File: src/rtl/pipe_ex_mem_pkg.sv
// Shared definitions for the EX/MEM pipeline register and its hazard comparator.
//   - default datapath / register-number widths
//   - ALU opcode constants (bits [2:0] of aluc)
//   - memory/writeback control bundle
//   - signed add/sub overflow helper
package pipe_ex_mem_pkg;

  localparam int unsigned DW_DEF = 32;
  localparam int unsigned RW_DEF = 5;

  localparam logic [2:0] ALU_ADD = 3'b000;
  localparam logic [2:0] ALU_SUB = 3'b100;

  typedef struct packed {
    logic wreg;
    logic m2reg;
    logic wmem;
  } ctrl_t;

  // Signed overflow from operand/result sign bits only.
  function automatic logic ovf_check(input logic [2:0] op, input logic a_msb,
                                     input logic b_msb, input logic r_msb);
    logic ovf;
    ovf = 1'b0;
    if (op == ALU_ADD) begin
      ovf = (a_msb == b_msb) && (r_msb != a_msb);
    end else if (op == ALU_SUB) begin
      ovf = (a_msb != b_msb) && (r_msb != a_msb);
    end
    return ovf;
  endfunction

endpackage

File: src/rtl/pipe_ex_mem_hazard_cmp.sv
// Forwarding / load-use comparator for a registered pipeline stage.
// Purely combinational; also instantiated by the MEM/WB stage.
// Ports:
//   i_valid, i_wreg, i_m2reg, i_rn : registered state of the producing stage
//   i_rs, i_rt                     : source registers of the instruction in ID
//   i_stall                        : pipe frozen; suppresses load-use request
//   o_fwd_rs, o_fwd_rt             : ID operand must take the stage result
//   o_lu_stall                     : load-use hazard, ID stalls one cycle
module pipe_ex_mem_hazard_cmp
  import pipe_ex_mem_pkg::*;
#(
  parameter int unsigned RW = RW_DEF
) (
  input  logic          i_valid,
  input  logic          i_wreg,
  input  logic          i_m2reg,
  input  logic [RW-1:0] i_rn,
  input  logic [RW-1:0] i_rs,
  input  logic [RW-1:0] i_rt,
  input  logic          i_stall,
  output logic          o_fwd_rs,
  output logic          o_fwd_rt,
  output logic          o_lu_stall
);

  logic w_nz;
  logic w_hit_rs;
  logic w_hit_rt;
  logic w_alu_wr;

  always_comb begin
    // Register 0 is hard-wired zero and never a hazard source.
    w_nz     = (i_rn != '0);
    w_hit_rs = w_nz && (i_rn == i_rs);
    w_hit_rt = w_nz && (i_rn == i_rt);
    // A load's data is not available yet, so it never forwards from here.
    w_alu_wr = i_valid && i_wreg && !i_m2reg;

    o_fwd_rs   = w_alu_wr && w_hit_rs;
    o_fwd_rt   = w_alu_wr && w_hit_rt;
    o_lu_stall = !i_stall && i_valid && i_m2reg && (w_hit_rs || w_hit_rt);
  end

endmodule

File: src/rtl/pipe_ex_mem.sv
// EX/MEM pipeline register behind the integer ALU.
// Captures result, zero flag, store data, destination and control each cycle; holds on
// stall, bubbles on flush (flush wins over stall), and reports forwarding / load-use
// hazards to ID.
// Optional feature: define PIPE_EX_MEM_OVF_EN to register a signed add/sub overflow
// trap flag (o_ovf) that also suppresses the trapping instruction's wreg/wmem.
// Ports:
//   i_clk, i_rst (async, active-high), i_stall, i_flush
//   i_ex_*        : EX-stage instruction fields
//   i_id_rs/rt    : ID-stage source registers
//   o_mm_*        : registered MEM-stage fields
//   o_fwd_rs/rt, o_lu_stall : hazard outputs
//   o_ovf         : registered overflow exception flag
module pipe_ex_mem
  import pipe_ex_mem_pkg::*;
#(
  parameter int unsigned DW = DW_DEF,
  parameter int unsigned RW = RW_DEF
) (
  input  logic          i_clk,
  input  logic          i_rst,
  input  logic          i_stall,
  input  logic          i_flush,
  input  logic          i_ex_valid,
  input  logic [DW-1:0] i_ex_r,
  input  logic          i_ex_z,
  input  logic [DW-1:0] i_ex_a,
  input  logic [DW-1:0] i_ex_b,
  input  logic [3:0]    i_ex_aluc,
  input  logic [RW-1:0] i_ex_rn,
  input  logic          i_ex_wreg,
  input  logic          i_ex_m2reg,
  input  logic          i_ex_wmem,
  input  logic [RW-1:0] i_id_rs,
  input  logic [RW-1:0] i_id_rt,
  output logic          o_mm_valid,
  output logic [DW-1:0] o_mm_r,
  output logic          o_mm_z,
  output logic [DW-1:0] o_mm_sd,
  output logic [RW-1:0] o_mm_rn,
  output logic          o_mm_wreg,
  output logic          o_mm_m2reg,
  output logic          o_mm_wmem,
  output logic          o_fwd_rs,
  output logic          o_fwd_rt,
  output logic          o_lu_stall,
  output logic          o_ovf
);

  logic          r_valid;
  logic [DW-1:0] r_r;
  logic          r_z;
  logic [DW-1:0] r_sd;
  logic [RW-1:0] r_rn;
  ctrl_t         r_ctrl;
  logic          r_ovf;

  logic          w_ovf;
  ctrl_t         w_ctrl;

`ifdef PIPE_EX_MEM_OVF_EN
  logic w_unused_ovf;
  assign w_unused_ovf = ^{i_ex_a[DW-2:0], i_ex_aluc[3]};
  assign w_ovf = i_ex_valid &&
                 ovf_check(i_ex_aluc[2:0], i_ex_a[DW-1], i_ex_b[DW-1], i_ex_r[DW-1]);
`else
  logic w_unused_ovf;
  assign w_unused_ovf = ^{i_ex_a, i_ex_aluc};
  assign w_ovf = 1'b0;
`endif

  // Control bits are qualified by valid; a trapping instruction loses its side effects.
  always_comb begin
    w_ctrl.wreg  = i_ex_wreg && i_ex_valid && !w_ovf;
    w_ctrl.m2reg = i_ex_m2reg && i_ex_valid;
    w_ctrl.wmem  = i_ex_wmem && i_ex_valid && !w_ovf;
  end

  always_ff @(posedge i_clk or posedge i_rst) begin
    if (i_rst) begin
      r_valid <= 1'b0;
      r_r     <= '0;
      r_z     <= 1'b0;
      r_sd    <= '0;
      r_rn    <= '0;
      r_ctrl  <= '0;
      r_ovf   <= 1'b0;
    end else if (i_flush) begin
      // Bubble: datapath fields are don't-care and simply keep their value.
      r_valid <= 1'b0;
      r_ctrl  <= '0;
      r_ovf   <= 1'b0;
    end else if (!i_stall) begin
      r_valid <= i_ex_valid;
      r_r     <= i_ex_r;
      r_z     <= i_ex_z;
      r_sd    <= i_ex_b;
      r_rn    <= i_ex_rn;
      r_ctrl  <= w_ctrl;
      r_ovf   <= w_ovf;
    end
  end

  assign o_mm_valid = r_valid;
  assign o_mm_r     = r_r;
  assign o_mm_z     = r_z;
  assign o_mm_sd    = r_sd;
  assign o_mm_rn    = r_rn;
  assign o_mm_wreg  = r_ctrl.wreg;
  assign o_mm_m2reg = r_ctrl.m2reg;
  assign o_mm_wmem  = r_ctrl.wmem;
  assign o_ovf      = r_ovf;

  pipe_ex_mem_hazard_cmp #(
    .RW(RW)
  ) u_hazard_cmp (
    .i_valid   (r_valid),
    .i_wreg    (r_ctrl.wreg),
    .i_m2reg   (r_ctrl.m2reg),
    .i_rn      (r_rn),
    .i_rs      (i_id_rs),
    .i_rt      (i_id_rt),
    .i_stall   (i_stall),
    .o_fwd_rs  (o_fwd_rs),
    .o_fwd_rt  (o_fwd_rt),
    .o_lu_stall(o_lu_stall)
  );

endmodule

File: config.mk
export PLATFORM = sky130hd
export DESIGN_NAME = pipe_ex_mem
export DESIGN_NICKNAME = d
export VERILOG_FILES = /design/src/rtl/pipe_ex_mem_pkg.sv /design/src/rtl/pipe_ex_mem_hazard_cmp.sv /design/src/rtl/pipe_ex_mem.sv
export SDC_FILE = /design/constraint.sdc
export NUM_CORES = 1
export LEC_CHECK = 0
export CORE_ASPECT_RATIO = 0.7
export CORE_UTILIZATION = 38
export DETAILED_ROUTE_END_ITERATION = 10
export HOLD_SLACK_MARGIN = 0.15
export PLACE_DENSITY_LB_ADDON = 0.2
export SLEW_MARGIN = 10
export SYNTH_ARGS = -nofsm -noshare
export SYNTH_HDL_FRONTEND = slang
export SYNTH_SLANG_ARGS = --single-unit
File: constraint.sdc
create_clock -name i_clk -period 9.1 [get_ports i_clk]
set_clock_uncertainty 0.2 [all_clocks]
set_input_delay 2.73 -clock i_clk [delete_from_list [all_inputs] [get_ports i_clk]]
set_output_delay 2.73 -clock i_clk [all_outputs]
set_load 0.05 [all_outputs]
==> results.md <==
* Boundary pin count at 202
* Sequential Power Share at just under 40%
* Highest fanout seen on the critical path at 2
* Area of combinational cells with multiple inputs at 0.001020 mm²
* Cell-internal power at about 0.00066 W
* Slew at the pin with the worst max-slew slack at 0.9150 ns
* Cell type with the highest occurrence count on the critical path: sky130_fd_sc_hd__clkdlybuf4s50_1
* Share of the core filled with cells in the final layout at 65.84%
* Overall Global Routing Usage at 17.47%
* Adder-Cell Fraction of Synth Area at 0%
* Count of final hold-check violations at 0
* DRT iter0 DRCs at 51
* Routed length per instance at 15.10 µm
* Mean Syn Cell Area at 15.63 µm²
* Layout overhead on the synthesized area at 65.43%
* Leak Pwr at 1.955 nW
* Number of fill cells at 581
* Count of TritonRoute iterations in the first routing pass at 4
* Worst Reg2Reg Path Length in Cells at 1
* Worst Path Required at 6.17 ns
* Worst skew pair latency at 0.33 ns
* Clock power share at 24.4%
* Max Cap Viol at 0
* End point of the critical path: o_lu_stall
* Final Hold Slack at 0.2904 ns
* Setup repair after global routing missed its margin: no
* CP Launch Point: i_id_rs[1]
* Biggest cell delay along the critical path at 0.85 ns
* Maximum resistive drop on vdd at just over 0.09 mV
* Cell Chain, Critical Path: clkdlybuf4s50_1 > xor2_1 > nor3_2 > nand3_1 > a2111oi_2 > clkdlybuf4s50_1
* Number of placement rows at 26
* Max-slew violation count at 0
* Post-route design area at 0.004862 mm²
* Simple logic cell fraction of the synthesized area at between 2 and 3%
* Maximum clock path buffer count at 2
* CTS tree: yes
* Number of unique standard cell types used by synthesis at 22
* Clock Sink Count at 74
* Cell count after placement at roughly 440
* Die Span Y at ~76 µm
* Net count, final at 480
* Antenna viol nets, final at 0
* Switching Fraction at 36.04%
* Proportion of synthesized area in mux cells at 26.82%
* Total wire length at between 6000 and 7000 µm
* Share of the cycle needed by the critical path after routing at 85.52%
* Flip-flop and latch count after synthesis at 74
* Sequential area share after synthesis at 63.01%
* Share of the synthesized netlist area taken by xor and xnor gates at under 10%
* Worst path slowest cell: sky130_fd_sc_hd__clkdlybuf4s50_1
* Cell area after placement at 0.004658 mm²
* Input/output buffers at 164
* Synth Warn # at 0
* Buffers inserted during post-CTS setup optimization at 0
* Num CTS Buffers at 9
* Minimum clock period after layout at 7.782 ns
* Startpoint type of the worst setup path: input pin
* Setup TNS at 0 ns
* Compound-Gate Fraction of Synth Area at 2.043%
* Net load switching power at around 0.00037 W
* Net Count, Synth at 312
* Vias after detailed routing at 2124
* Detail-routed via count per cell at roughly 4.6
* Combinational power share at 36.7%
* Number of instances resized during post-cts repair at 0
* Combinational family with the most area after synthesis: multiplexers
* Post-detail-place hpwl at slightly above 5000 µm
* Largest net degree at the start of global routing at 75
* Cell count after synthesis at 188
* Run status: complete, no violations
* Die area at 0.008096 mm²
* Vias in the first global route at ~2.1k
* Chip width at 107.1 µm
* Clock-pin slew of the registers on the worst-case setup and hold paths at 0.08 ns
* Pwr Density at 212.7 mW/mm²
* Finished Layout Cells at between 400 and 500
* Antenna diodes at 0
* Hold buffer count at CTS at 0
* Highest clock frequency the design can meet at 0.1285 GHz
* Relative slew margins at 39.00%
* CTS root buffer: sky130_fd_sc_hd__clkbuf_8
* R2R Setup Slk at 8.04 ns
* Aggregate global routing overflow at 0
* Number of antenna violations at the first check in global routing at 0
* Proportion of layout cells with a drive suffix above 1 at a little under a quarter
* Endpoint of the worst register-to-register path: o_mm_rn[4]
* Data arrival time of the critical path at approximately 4.9 ns
* Remaining routing DRC violations at 0
* Kind of critical path: in2out
* Launch instance of the worst register-to-register path: o_mm_rn[4]
* Number of H-tree levels at 3
* Initial core utilization at 39.80%
* FF/Latch Area at 0.001852 mm²
* Endpoint type of the worst setup path: output pin
* Classification of the worst-slack hold path: reg2reg
* Final Wtd Congestion at 0.7424
* Standard cell core area at 0.007385 mm²
* Area of the mapped netlist at 0.002939 mm²
* Setup-failing EPs final at 0
* Wire length of the first global-routing pass at about 11000 µm
==> cell type report <==
class	count	area share, %
clock buffers	10	2.831
clock inverters	6	1.364
inverters	2	0.1544
multi-input cells	103	20.97
flip-flops and latches	74	38.09
well taps	98	2.522
repair buffers	166	34.07
==> critical path: cells and delay by family <==
kind,cells,cell delay [ns]
buf+inv,2,1.26
compound gates,1,0.37
simple gates,2,0.33
xor+xnor,1,0.16
==> logic make-up (layout without fill, tap and decap cells) <==
logic type / Yosys count / count (layout)
xor+xnor: 10 / 10
compound gates: 7 / 7
mux: 70 / 70
buf+inv: 11 / 184
simple gates: 15 / 15
other cells: 1 / 1
flops: 74 / 74
==> power by group through the flow <==
stage	combinational (W)	sequential, W	clock [W]
global placement	0.000379	0.000406	0
CTS	0.000383	0.000402	0.000265
finish	0.000379	0.000402	0.000253
detailed placement	0.000382	0.000409	0
global route	0.000395	0.000409	0.000276
floorplan	0.0000665	0.000574	0
==> metrics by stage <==
| stage | setup WS (ns) | total power (W) |
|---|---|---|
| floorplan | 1.867 | 0.0006404 |
| CTS | 1.315 | 0.001050 |
| finish | 1.318 | 0.001034 |
| global placement | 1.356 | 0.0007854 |
| global route | 1.200 | 0.001081 |
| detailed placement | 1.318 | 0.0007903 |
==> flip-flops by register name, summed over array words and instances (netlist names) <==
register	cells
o_mm_sd	32
o_mm_r	32
o_mm_wmem	1
o_mm_z	1
o_mm_rn	5
o_mm_wreg	1
o_mm_valid	1
o_mm_m2reg	1
==> cell usage after synthesis <==
master | n | area [µm²]
sky130_fd_sc_hd__nor3_1 | 1 | 5.000
sky130_fd_sc_hd__dfrtp_1 | 74 | 1852
sky130_fd_sc_hd__xnor2_1 | 4 | 35.03
sky130_fd_sc_hd__a21oi_1 | 2 | 10.01
sky130_fd_sc_hd__or4_1 | 1 | 7.510
sky130_fd_sc_hd__nor2_2 | 1 | 6.260
sky130_fd_sc_hd__xor2_1 | 6 | 52.55
sky130_fd_sc_hd__nor3_2 | 1 | 10.01
sky130_fd_sc_hd__conb_1 | 1 | 3.750
sky130_fd_sc_hd__nand3_1 | 2 | 10.01
sky130_fd_sc_hd__o21ai_0 | 1 | 5.000
sky130_fd_sc_hd__buf_4 | 8 | 60.06
sky130_fd_sc_hd__inv_1 | 2 | 7.510
sky130_fd_sc_hd__nor2_1 | 7 | 26.28
sky130_fd_sc_hd__a22oi_1 | 2 | 15.01
sky130_fd_sc_hd__buf_2 | 1 | 5.000
sky130_fd_sc_hd__o2111ai_2 | 1 | 15.01
sky130_fd_sc_hd__mux2_2 | 63 | 709.4
sky130_fd_sc_hd__a2111oi_2 | 1 | 15.01
sky130_fd_sc_hd__mux2_1 | 7 | 78.83
sky130_fd_sc_hd__nand2_1 | 1 | 3.750
sky130_fd_sc_hd__nor2b_1 | 1 | 6.260
==> routing by layer <==
layer	up-vias	track usage, %	wire length [µm]
met5	-	0	0
met4	0	5.175	78
met3	9	7.100	567
met2	77	27.24	3215
met1	1045	22.74	3067
li1	993	-	-
==> cell usage in the layout, fill, tap and decap left out, types with 2 or more instances in the layout <==
| cell | n |
|---|---|
| sky130_fd_sc_hd__clkdlybuf4s50_1 | 164 |
| sky130_fd_sc_hd__dfrtp_1 | 74 |
| sky130_fd_sc_hd__mux2_2 | 63 |
| sky130_fd_sc_hd__clkbuf_8 | 10 |
| sky130_fd_sc_hd__mux2_1 | 7 |
| sky130_fd_sc_hd__nor2_1 | 7 |
| sky130_fd_sc_hd__xor2_1 | 6 |
| sky130_fd_sc_hd__xnor2_1 | 4 |
| sky130_fd_sc_hd__clkinvlp_4 | 3 |
| sky130_fd_sc_hd__nand3_1 | 2 |
| sky130_fd_sc_hd__a21oi_1 | 2 |
| sky130_fd_sc_hd__a22oi_1 | 2 |
| sky130_fd_sc_hd__buf_4 | 2 |
==> how the worst min path moves through the flow <==
stage / endpoint / cells after the start / start
2_1_floorplan: o_mm_wmem / 2 / o_mm_wmem
3_3_place_gp: o_mm_sd[29] / 1 / o_mm_sd[29]
3_5_place_dp: o_mm_r[28] / 1 / o_mm_r[28]
4_1_cts: o_mm_r[28] / 1 / o_mm_r[28]
5_1_grt: o_mm_r[28] / 1 / o_mm_r[28]
6_report: o_mm_r[28] / 1 / o_mm_r[28]
(Power assumes the default switching activity.)
